File: src/rtl/riscv_pkg.sv
// Shared RISC-V fetch definitions: default widths, reset vector and fetch-queue entry layout.
package riscv_pkg;

  localparam int unsigned XLEN = 32;
  localparam int unsigned ILEN = 32;
  localparam logic [XLEN-1:0] RESET_PC = 32'h0000_0000;

  // One fetch-queue slot: PC is known at reservation, inst arrives with the response.
  typedef struct packed {
    logic [XLEN-1:0] pc;
    logic [ILEN-1:0] inst;
    logic            filled;
  } fetch_entry_t;

endpackage

File: src/rtl/fetch_unit_if.sv
// Fetch-stage bus bundle: instruction-memory request/response, redirect, and decode handshake.
interface fetch_unit_if #(
  parameter int unsigned XLEN = riscv_pkg::XLEN,
  parameter int unsigned ILEN = riscv_pkg::ILEN
);

  logic            imem_req_valid;
  logic            imem_req_ready;
  logic [XLEN-1:0] imem_req_addr;
  logic            imem_rsp_valid;
  logic [ILEN-1:0] imem_rsp_data;
  logic            redirect_valid;
  logic [XLEN-1:0] redirect_pc;
  logic            if_valid;
  logic            if_ready;
  logic [XLEN-1:0] if_pc;
  logic [ILEN-1:0] if_inst;

  // Fetch unit side.
  modport master (
    output imem_req_valid, imem_req_addr, if_valid, if_pc, if_inst,
    input  imem_req_ready, imem_rsp_valid, imem_rsp_data,
    input  redirect_valid, redirect_pc, if_ready
  );

  // Memory / decode / branch-unit side.
  modport slave (
    input  imem_req_valid, imem_req_addr, if_valid, if_pc, if_inst,
    output imem_req_ready, imem_rsp_valid, imem_rsp_data,
    output redirect_valid, redirect_pc, if_ready
  );

endinterface

File: src/rtl/fetch_queue.sv
// In-order fetch buffer: slots are reserved at request time, filled in order by responses,
// and popped from the head once filled. Flush empties it in one cycle.
module fetch_queue
  import riscv_pkg::*;
#(
  parameter int unsigned DEPTH   = 4,
  parameter int unsigned ILEN    = riscv_pkg::ILEN,
  parameter type         entry_t = fetch_entry_t
) (
  input  logic                     clk,
  input  logic                     rst,
  input  logic                     flush,
  input  logic                     reserve,
  input  entry_t                   reserve_entry,
  input  logic                     fill,
  input  logic [ILEN-1:0]          fill_inst,
  input  logic                     pop,
  output logic [$clog2(DEPTH):0]   count,
  output logic [$clog2(DEPTH):0]   pending,
  output entry_t                   head,
  output logic                     head_filled
);

  localparam int unsigned AW = $clog2(DEPTH);
  localparam int unsigned CW = AW + 1;

  entry_t          mem [DEPTH];
  logic [AW-1:0]   head_ptr, tail_ptr, fill_ptr;
  logic [CW-1:0]   count_q, filled_q;
  logic            do_res, do_fill, do_pop;

  // Filled entries form a prefix from the head, so a filled count is enough to
  // know whether the head is visible and where the next response goes.
  assign do_res      = reserve && (count_q != CW'(DEPTH));
  assign do_fill     = fill && (pending != '0);
  assign do_pop      = pop && (filled_q != '0);
  assign count       = count_q;
  assign pending     = count_q - filled_q;
  assign head        = mem[head_ptr];
  assign head_filled = (filled_q != '0);

  // Pointer, counter and storage update; flush wins over every other operation.
  always_ff @(posedge clk) begin
    if (rst || flush) begin
      head_ptr <= '0;
      tail_ptr <= '0;
      fill_ptr <= '0;
      count_q  <= '0;
      filled_q <= '0;
    end else begin
      if (do_res) begin
        mem[tail_ptr] <= reserve_entry;
        tail_ptr      <= tail_ptr + AW'(1);
      end
      if (do_fill) begin
        mem[fill_ptr].inst   <= fill_inst;
        mem[fill_ptr].filled <= 1'b1;
        fill_ptr             <= fill_ptr + AW'(1);
      end
      if (do_pop) head_ptr <= head_ptr + AW'(1);
      count_q  <= count_q + CW'(do_res) - CW'(do_pop);
      filled_q <= filled_q + CW'(do_fill) - CW'(do_pop);
    end
  end

endmodule

File: src/rtl/fetch_unit.sv
// Instruction-fetch stage: PC generation, request gating, redirect/flush and stale-response drop.
module fetch_unit #(
  parameter int unsigned     XLEN     = riscv_pkg::XLEN,
  parameter int unsigned     ILEN     = riscv_pkg::ILEN,
  parameter logic [XLEN-1:0] RESET_PC = XLEN'(riscv_pkg::RESET_PC),
  parameter int unsigned     DEPTH    = 4
) (
  input logic         clk,
  input logic         rst,
  fetch_unit_if.master bus
);

  localparam int unsigned CW = $clog2(DEPTH) + 1;

  typedef struct packed {
    logic [XLEN-1:0] pc;
    logic [ILEN-1:0] inst;
    logic            filled;
  } entry_t;

  logic [XLEN-1:0] pc_q;
  logic [CW-1:0]   drop_cnt, drop_d, inflight;
  logic [CW-1:0]   q_count, q_pending;
  entry_t          head, res_entry;
  logic            head_filled, req_fire, pop, fill, redirect;

  assign redirect           = bus.redirect_valid;
  assign bus.imem_req_valid = !rst && !redirect && (q_count < CW'(DEPTH));
  assign bus.imem_req_addr  = pc_q;
  assign req_fire           = bus.imem_req_valid && bus.imem_req_ready;

  assign bus.if_valid = head_filled && head.filled && !redirect;
  assign bus.if_pc    = head_filled ? head.pc   : '0;
  assign bus.if_inst  = head_filled ? head.inst : '0;
  assign pop          = bus.if_valid && bus.if_ready;
  assign fill         = bus.imem_rsp_valid && (drop_cnt == '0) && !redirect;
  assign res_entry    = '{pc: pc_q, inst: '0, filled: 1'b0};

  fetch_queue #(
    .DEPTH   (DEPTH),
    .ILEN    (ILEN),
    .entry_t (entry_t)
  ) u_queue (
    .clk           (clk),
    .rst           (rst),
    .flush         (redirect),
    .reserve       (req_fire),
    .reserve_entry (res_entry),
    .fill          (fill),
    .fill_inst     (bus.imem_rsp_data),
    .pop           (pop),
    .count         (q_count),
    .pending       (q_pending),
    .head          (head),
    .head_filled   (head_filled)
  );

  // Drop counter: on redirect it absorbs every request still outstanding (older drops
  // plus reserved-unfilled slots) minus any response consumed this same cycle.
  always_comb begin
    inflight = drop_cnt + q_pending;
    drop_d   = drop_cnt;
    if (redirect) begin
      drop_d = inflight - CW'(bus.imem_rsp_valid && (inflight != '0));
    end else if (bus.imem_rsp_valid && (drop_cnt != '0)) begin
      drop_d = drop_cnt - CW'(1);
    end
  end

  // PC and drop-counter registers.
  always_ff @(posedge clk) begin
    if (rst) begin
      pc_q     <= RESET_PC;
      drop_cnt <= '0;
    end else begin
      drop_cnt <= drop_d;
      if (redirect)      pc_q <= bus.redirect_pc & ~XLEN'(3);
      else if (req_fire) pc_q <= pc_q + XLEN'(4);
    end
  end

  // A response with nothing to drop and nothing reserved means the memory broke protocol.
  always_ff @(posedge clk) begin
    if (!rst) assert (!(bus.imem_rsp_valid && (drop_cnt == '0) && (q_pending == '0)));
  end

endmodule
File: src/flat_wrapper.sv
// flat-port wrapper written by rule: the top's interface ports become plain ports
module fetch_unit_flat 
#(
  parameter int unsigned     XLEN     = riscv_pkg::XLEN,
  parameter int unsigned     ILEN     = riscv_pkg::ILEN,
  parameter logic [XLEN-1:0] RESET_PC = XLEN'(riscv_pkg::RESET_PC),
  parameter int unsigned     DEPTH    = 4
)
  (clk, rst, bus_imem_req_valid, bus_imem_req_addr, bus_if_valid, bus_if_pc, bus_if_inst, bus_imem_req_ready, bus_imem_rsp_valid, bus_imem_rsp_data, bus_redirect_valid, bus_redirect_pc, bus_if_ready);
  fetch_unit_if #(.XLEN(XLEN), .ILEN(ILEN)) bus_i ();
  input logic clk;
  input logic rst;
  output wire logic [$bits(bus_i.imem_req_valid)-1:0] bus_imem_req_valid;
  output wire logic [$bits(bus_i.imem_req_addr)-1:0] bus_imem_req_addr;
  output wire logic [$bits(bus_i.if_valid)-1:0] bus_if_valid;
  output wire logic [$bits(bus_i.if_pc)-1:0] bus_if_pc;
  output wire logic [$bits(bus_i.if_inst)-1:0] bus_if_inst;
  input wire logic [$bits(bus_i.imem_req_ready)-1:0] bus_imem_req_ready;
  input wire logic [$bits(bus_i.imem_rsp_valid)-1:0] bus_imem_rsp_valid;
  input wire logic [$bits(bus_i.imem_rsp_data)-1:0] bus_imem_rsp_data;
  input wire logic [$bits(bus_i.redirect_valid)-1:0] bus_redirect_valid;
  input wire logic [$bits(bus_i.redirect_pc)-1:0] bus_redirect_pc;
  input wire logic [$bits(bus_i.if_ready)-1:0] bus_if_ready;
  assign bus_imem_req_valid = bus_i.imem_req_valid;
  assign bus_imem_req_addr = bus_i.imem_req_addr;
  assign bus_if_valid = bus_i.if_valid;
  assign bus_if_pc = bus_i.if_pc;
  assign bus_if_inst = bus_i.if_inst;
  assign bus_i.imem_req_ready = bus_imem_req_ready;
  assign bus_i.imem_rsp_valid = bus_imem_rsp_valid;
  assign bus_i.imem_rsp_data = bus_imem_rsp_data;
  assign bus_i.redirect_valid = bus_redirect_valid;
  assign bus_i.redirect_pc = bus_redirect_pc;
  assign bus_i.if_ready = bus_if_ready;
  fetch_unit #(.XLEN(XLEN), .ILEN(ILEN), .RESET_PC(RESET_PC), .DEPTH(DEPTH)) u_core (.clk(clk), .rst(rst), .bus(bus_i));
endmodule
File: config.mk
export PLATFORM = sky130hd
export DESIGN_NAME = fetch_unit_flat
export DESIGN_NICKNAME = d
export VERILOG_FILES = /design/src/rtl/riscv_pkg.sv /design/src/rtl/fetch_unit_if.sv /design/src/rtl/fetch_queue.sv /design/src/rtl/fetch_unit.sv /design/src/flat_wrapper.sv
export SDC_FILE = /design/constraint.sdc
export NUM_CORES = 1
export LEC_CHECK = 0
export ABC_CLOCK_PERIOD_IN_PS = 7600
export CORE_UTILIZATION = 45
export CTS_CLUSTER_DIAMETER = 200
export CTS_CLUSTER_SIZE = 30
export DETAILED_ROUTE_END_ITERATION = 7
export GPL_TIMING_DRIVEN = 0
export HOLD_SLACK_MARGIN = 0.03
export PLACE_DENSITY = 0.67
export SLEW_MARGIN = 30
export SYNTH_ARGS = -nofsm -noshare
export SYNTH_HDL_FRONTEND = slang
export SYNTH_SLANG_ARGS = --single-unit
File: constraint.sdc
create_clock -name clk -period 7.6 [get_ports clk]
set_clock_uncertainty 0.2 [all_clocks]
set_input_delay 1.14 -clock clk [delete_from_list [all_inputs] [get_ports clk]]
set_output_delay 1.14 -clock clk [all_outputs]
set_load 0.005 [all_outputs]
## Word-level counts from Yosys, hierarchy flattened

Memory sizes are Yosys's and may differ from the RTL's. A register that Yosys moved wholly into a read port is not among the register bits.
Cells that the tools add are included.

- Reduce and logical (&&, ||, !) cells: 24
- Bitwise gates (word level): 0
- Shift operators: 0
- Multiplexer cells: 14
- Divide/modulo/power cells: 0
- Order comparisons: 1
- $mul: 0
- Add/sub/neg operators: 12
- Equality and inequality tests: 1

Operators with widths:

| cell | count |
|---|---|
| two-way mux 32 bit | 4 |
| adder 32 x 3 -> 32 bit, second input constant | 1 |
| logical AND 1 bit | 13 |
| nonzero test 3 bit | 4 |
| subtractor 3 x 1 -> 3 bit | 3 |
| adder 2 x 1 -> 2 bit, second input constant | 3 |
| adder 3 x 1 -> 3 bit | 2 |
| two-way mux 1 bit | 6 |
| two-way mux 3 bit | 2 |
| two-way mux 2 bit | 2 |
| nonzero test 2 bit | 2 |
| adder 3 bit | 1 |
| zero test 3 bit | 1 |
| less-than comparator 3 bit, second input constant | 1 |
| inequality test 3 bit, second input constant | 1 |
| subtractor 3 x 1 -> 3 bit, second input constant | 1 |
| subtractor 3 bit | 1 |
| zero test 1 bit | 2 |
| OR reduction 2 bit | 1 |
| logical OR 1 bit | 1 |

- Memories kept: 1
- Bits in latches: 0
- Flip-flop bits (word level): 47
- Memory bits (read-only): 0
- Memory bits (writable): 260
- Output and inout bits: 98

Memory list:

| memory | depth | bits a word | read ports | clocked after Yosys merged registers in | write ports | line | RTL |
|---|---|---|---|---|---|---|---|
| u_core.u_queue.mem | 4 | 65 | 1 | 1 | 2 | fetch_queue.sv:27 | `entry_t mem [DEPTH];` |

## Depth between registers and ports, before layout

- Depth in word-level cells: 8
- Mapped depth: 14

## Cells and area by module

Synthesis repeated with hierarchy kept, for this count alone.

- Cell total of the unflattened synthesis: 1150
- Area, all modules: 15557.4 um^2

By module, submodules not included:

| module | area each (um^2) | times used | seq. area each (um^2) | cells an instance |
|---|---|---|---|---|
| fetch_queue | 12922.4 | 1 | 8047.7 | 800 |
| fetch_unit | 2635.0 | 1 | 660.6 | 350 |

## Least setup slack after synthesis

No wires, ideal clock.

- Path type: input port to flip-flop
- From: input bus_redirect_valid
- To: memory u_core.u_queue.mem[0][10] in the netlist's numbering (enable)
- Arrival: 3.179 ns
- Buffers on the path: 2
- Data required time: 7.025 ns
- Stages on the path: 6
- Setup slack: 3.847 ns
- Path through: nor4b_1 -> buf_2 -> buf_2 -> nand2_1 -> inv_1 -> or2_2

RTL lines:

| what | line | RTL |
|---|---|---|
| start: declaration | flat_wrapper.sv:21 | `input wire logic [$bits(bus_i.redirect_valid)-1:0] bus_redirect_valid;` |
| end: declaration | fetch_queue.sv:27 |  |

## Final worst setup path

- From: input bus_redirect_valid
- To: output bus_if_valid

- Cells in the longest elaborated chain, start to end: 2

RTL lines:

| what | line | RTL |
|---|---|---|
| zero test 1 bit | fetch_unit.sv:32 | `assign bus.if_valid = head_filled && head.filled && !redirect;` |
| logical AND 1 bit | fetch_unit.sv:32 |  |
| end: declaration | flat_wrapper.sv:15 | `output wire logic [$bits(bus_i.if_valid)-1:0] bus_if_valid;` |

Every way passes these cells.

==> flow_summary.ini <==
[grt]
antenna_found_initial = 1
grt_max_degree = 33
grt_usage_pct = 20.2
grt_pass1_vias = 8174
grt-ovfl-total = 0
grt_pass1_wl_um = 47200

[cts]
cts_hold_buf = 0
cts.sinks = 299
clk_pin_slew_ns = 0.11
clock_path_buffers = 3
cts_tree = done
root_buffer = clkbuf_16
cts_made_buffers = 13
htree_levels = 1
cts_setup_buffers = 0
cts_resized = 0
clk_latency_ns = 0.52

[floorplan]
placementRows = 62
dieArea_um2 = 30600
io_pins = 168
start_util_pct = 46.3
die-width_um = 175
fp.dieH_um = 175
coreArea_um2 = 29100

[yosys]
synth_area_um2 = 13500
synth_simple_gate_area_share_pct = 15.5
yosysWarnings = 0
synthAdderAreaFrac_pct = 2.36
synth-compound-area-share_pct = 4.58
async_flop_share_pct = 0
postSynthCellCount = 924
synthMuxAreaShare_pct = 10.5
synth.avg_cell_area_um2 = 14.6
yosysSeqAreaShare_pct = 62.9
synthFlopType = edfxtp_1
ys_seq_elements = 299
synth_top_family_by_area = simple AND/OR/NAND/NOR gates
synth_edf_count = 248
synthXorXnorAreaFrac_pct = 1.08
ys_types = 68

[place]
place_area_um2 = 15700
dp_slack_ns = 2.77
io_buffers = 161
gp_congestion = 0.860
dp_hpwl_um = 20600
dp.cells = 1477

[final_layout]
diodes = 0
finalNonFillerCells = 1499
final_cell_area_um2 = 16100
area_delta_synth_final_pct = 19.3
nets = 1201
utilization_pct = 55.2
drive_above_1_share_pct = 11.4
layout_commonest_cell = edfxtp_1
final_cell_mix = edfxtp_1, clkdlybuf4s50_1, and2_1
nFillCells = 2421

[setup_path]
crit_path_max_incr_delay_ns = 0.51
worst_path_max_delay_cell = buf_1
criticalPathCategory = in2out
path_cells = clkdlybuf4s50_1 > clkbuf_1 > clkbuf_1 > buf_1 > nor3b_1 > clkdlybuf4s50_1
required_ns = 6.26
startpoint_type = input port
arrival_ns = 3.49
endpoint_kind = output pin
cp_max_fo = 10

[timing]
fin_crit_sh_pct = 63.6
min_period_ns = 4.83
rsz0062_at_grt = no
worst_pin_slew_ns = 0.955
slew_headroom_pct = 36.4
slew_violations = 0
worst_slack_ns = 2.77
finalSetupViolCount = 0
tns_ns = 0
max_freq_mhz = 207
finalHoldViolCount = 0
whs_ns = 0.265

[drt]
vias = 8152
avgViaCountPerCell = 5.44
detail_route.iter0.violations = 552
firstDrtPassIters = 5
wl_per_cell_um = 20.4
ant_nets = 0
drt_wl_total_um = 30500
drcViolationCount = 0

[min_path]
hp-class = reg2reg

[power]
power_mw = 2.84
ir_worst_vdd_mv = 0.181
p_leak_nw = 5.18
power_density_nw_per_um2 = 177

[outcome]
status = finished, final reports clean

[job]
cap_violations = 0
[worst max-delay path: cells and delay by family]
family | cells | cell delay, ns
buf+inv | 5 | 2.23
simple gates | 1 | 0.12
[logic make-up after synthesis]
group                      Yosys count
AOI/OAI and AO/OA                   85
buffers and inverters               83
muxes                               63
xor gates and xnor gates            15
adders and majority gates           23
other                                1
and+or+nand+nor                    355
DFF                                299
[sequential cells by signal, indices dropped and copies added, names as in the netlist, named ones only]
name and flops:
u_core.u_queue.tail_ptr 2, u_core.u_queue.count 3, u_core.bus.imem_req_addr 30, u_core.u_queue.mem 252, u_core.u_queue.filled_q 3, u_core.drop_cnt 3
u_core.u_queue.fill_ptr 2, u_core.u_queue.head_ptr 2
[metal layers]
metal  GRT usage, %  up-vias  part of all wire, %
met1           27.7     4078                   44
met3           2.22       36                  4.3
met4           4.96        2                  2.1
met2           34.6      220                   50
met5              0        -                0.036
li1               -     3816                    -
[path summary, 6_finish.rpt]
check	startpoint	to	slack [ns]	cells past startpoint
setup / recovery	bus_redirect_valid	bus_if_valid	2.77	6
hold / removal	u_core.u_queue.mem[2][0]	u_core.u_queue.mem[2][0]	0.27	1
setup reg to reg	u_core.u_queue.filled_q[1]	u_core.u_queue.mem[1][17]	3.85	6
hold reg to reg	u_core.u_queue.mem[2][0]	u_core.u_queue.mem[2][0]	0.27	1
[final cells by class]
type / instances / area [um^2] / area share (%)
buffer: 57 / 303 / 1.88
clock buffer: 21 / 359 / 2.24
clock inverter: 1 / 8.76 / 0.0545
inverter: 26 / 97.6 / 0.607
multi-input combinational: 545 / 4620 / 28.7
sequential: 299 / 8470 / 52.7
tap: 384 / 480 / 2.99
timing repair buffer: 166 / 1730 / 10.8
[synthesized netlist by cell type, types with 5 or more instances]
library cell  number  area share, %
nand2_1           38            1.1
o21ai_0            8           0.30
nor4_1             6           0.28
nand4_1           17           0.79
nor2_1            29           0.81
clkbuf_1          33           0.92
nor3_1             8           0.30
or3_1              5           0.23
xnor2_1            9           0.59
nor2b_1           64            3.0
and3_1             5           0.23
clkbuf_8           5           0.51
nand3_1           14           0.52
and2_1           135            6.3
a311oi_1           8           0.52
edfxtp_1         248             55
a21oi_1           20           0.74
a311o_1            5           0.37
a31oi_1            8           0.37
nor3b_1            6           0.33
inv_1             25           0.70
buf_2             10           0.37
dfxtp_1           51            7.6
mux4_2            63             11
xor2_1             5           0.33
ha_1              19            1.8
[report_power, final]
group / switching [mW] / internal, mW
registers: 0.0378 / 1.79
logic: 0.0841 / 0.102
clock network: 0.487 / 0.334
No activity file was read; power rests on OpenSTA's default activity.
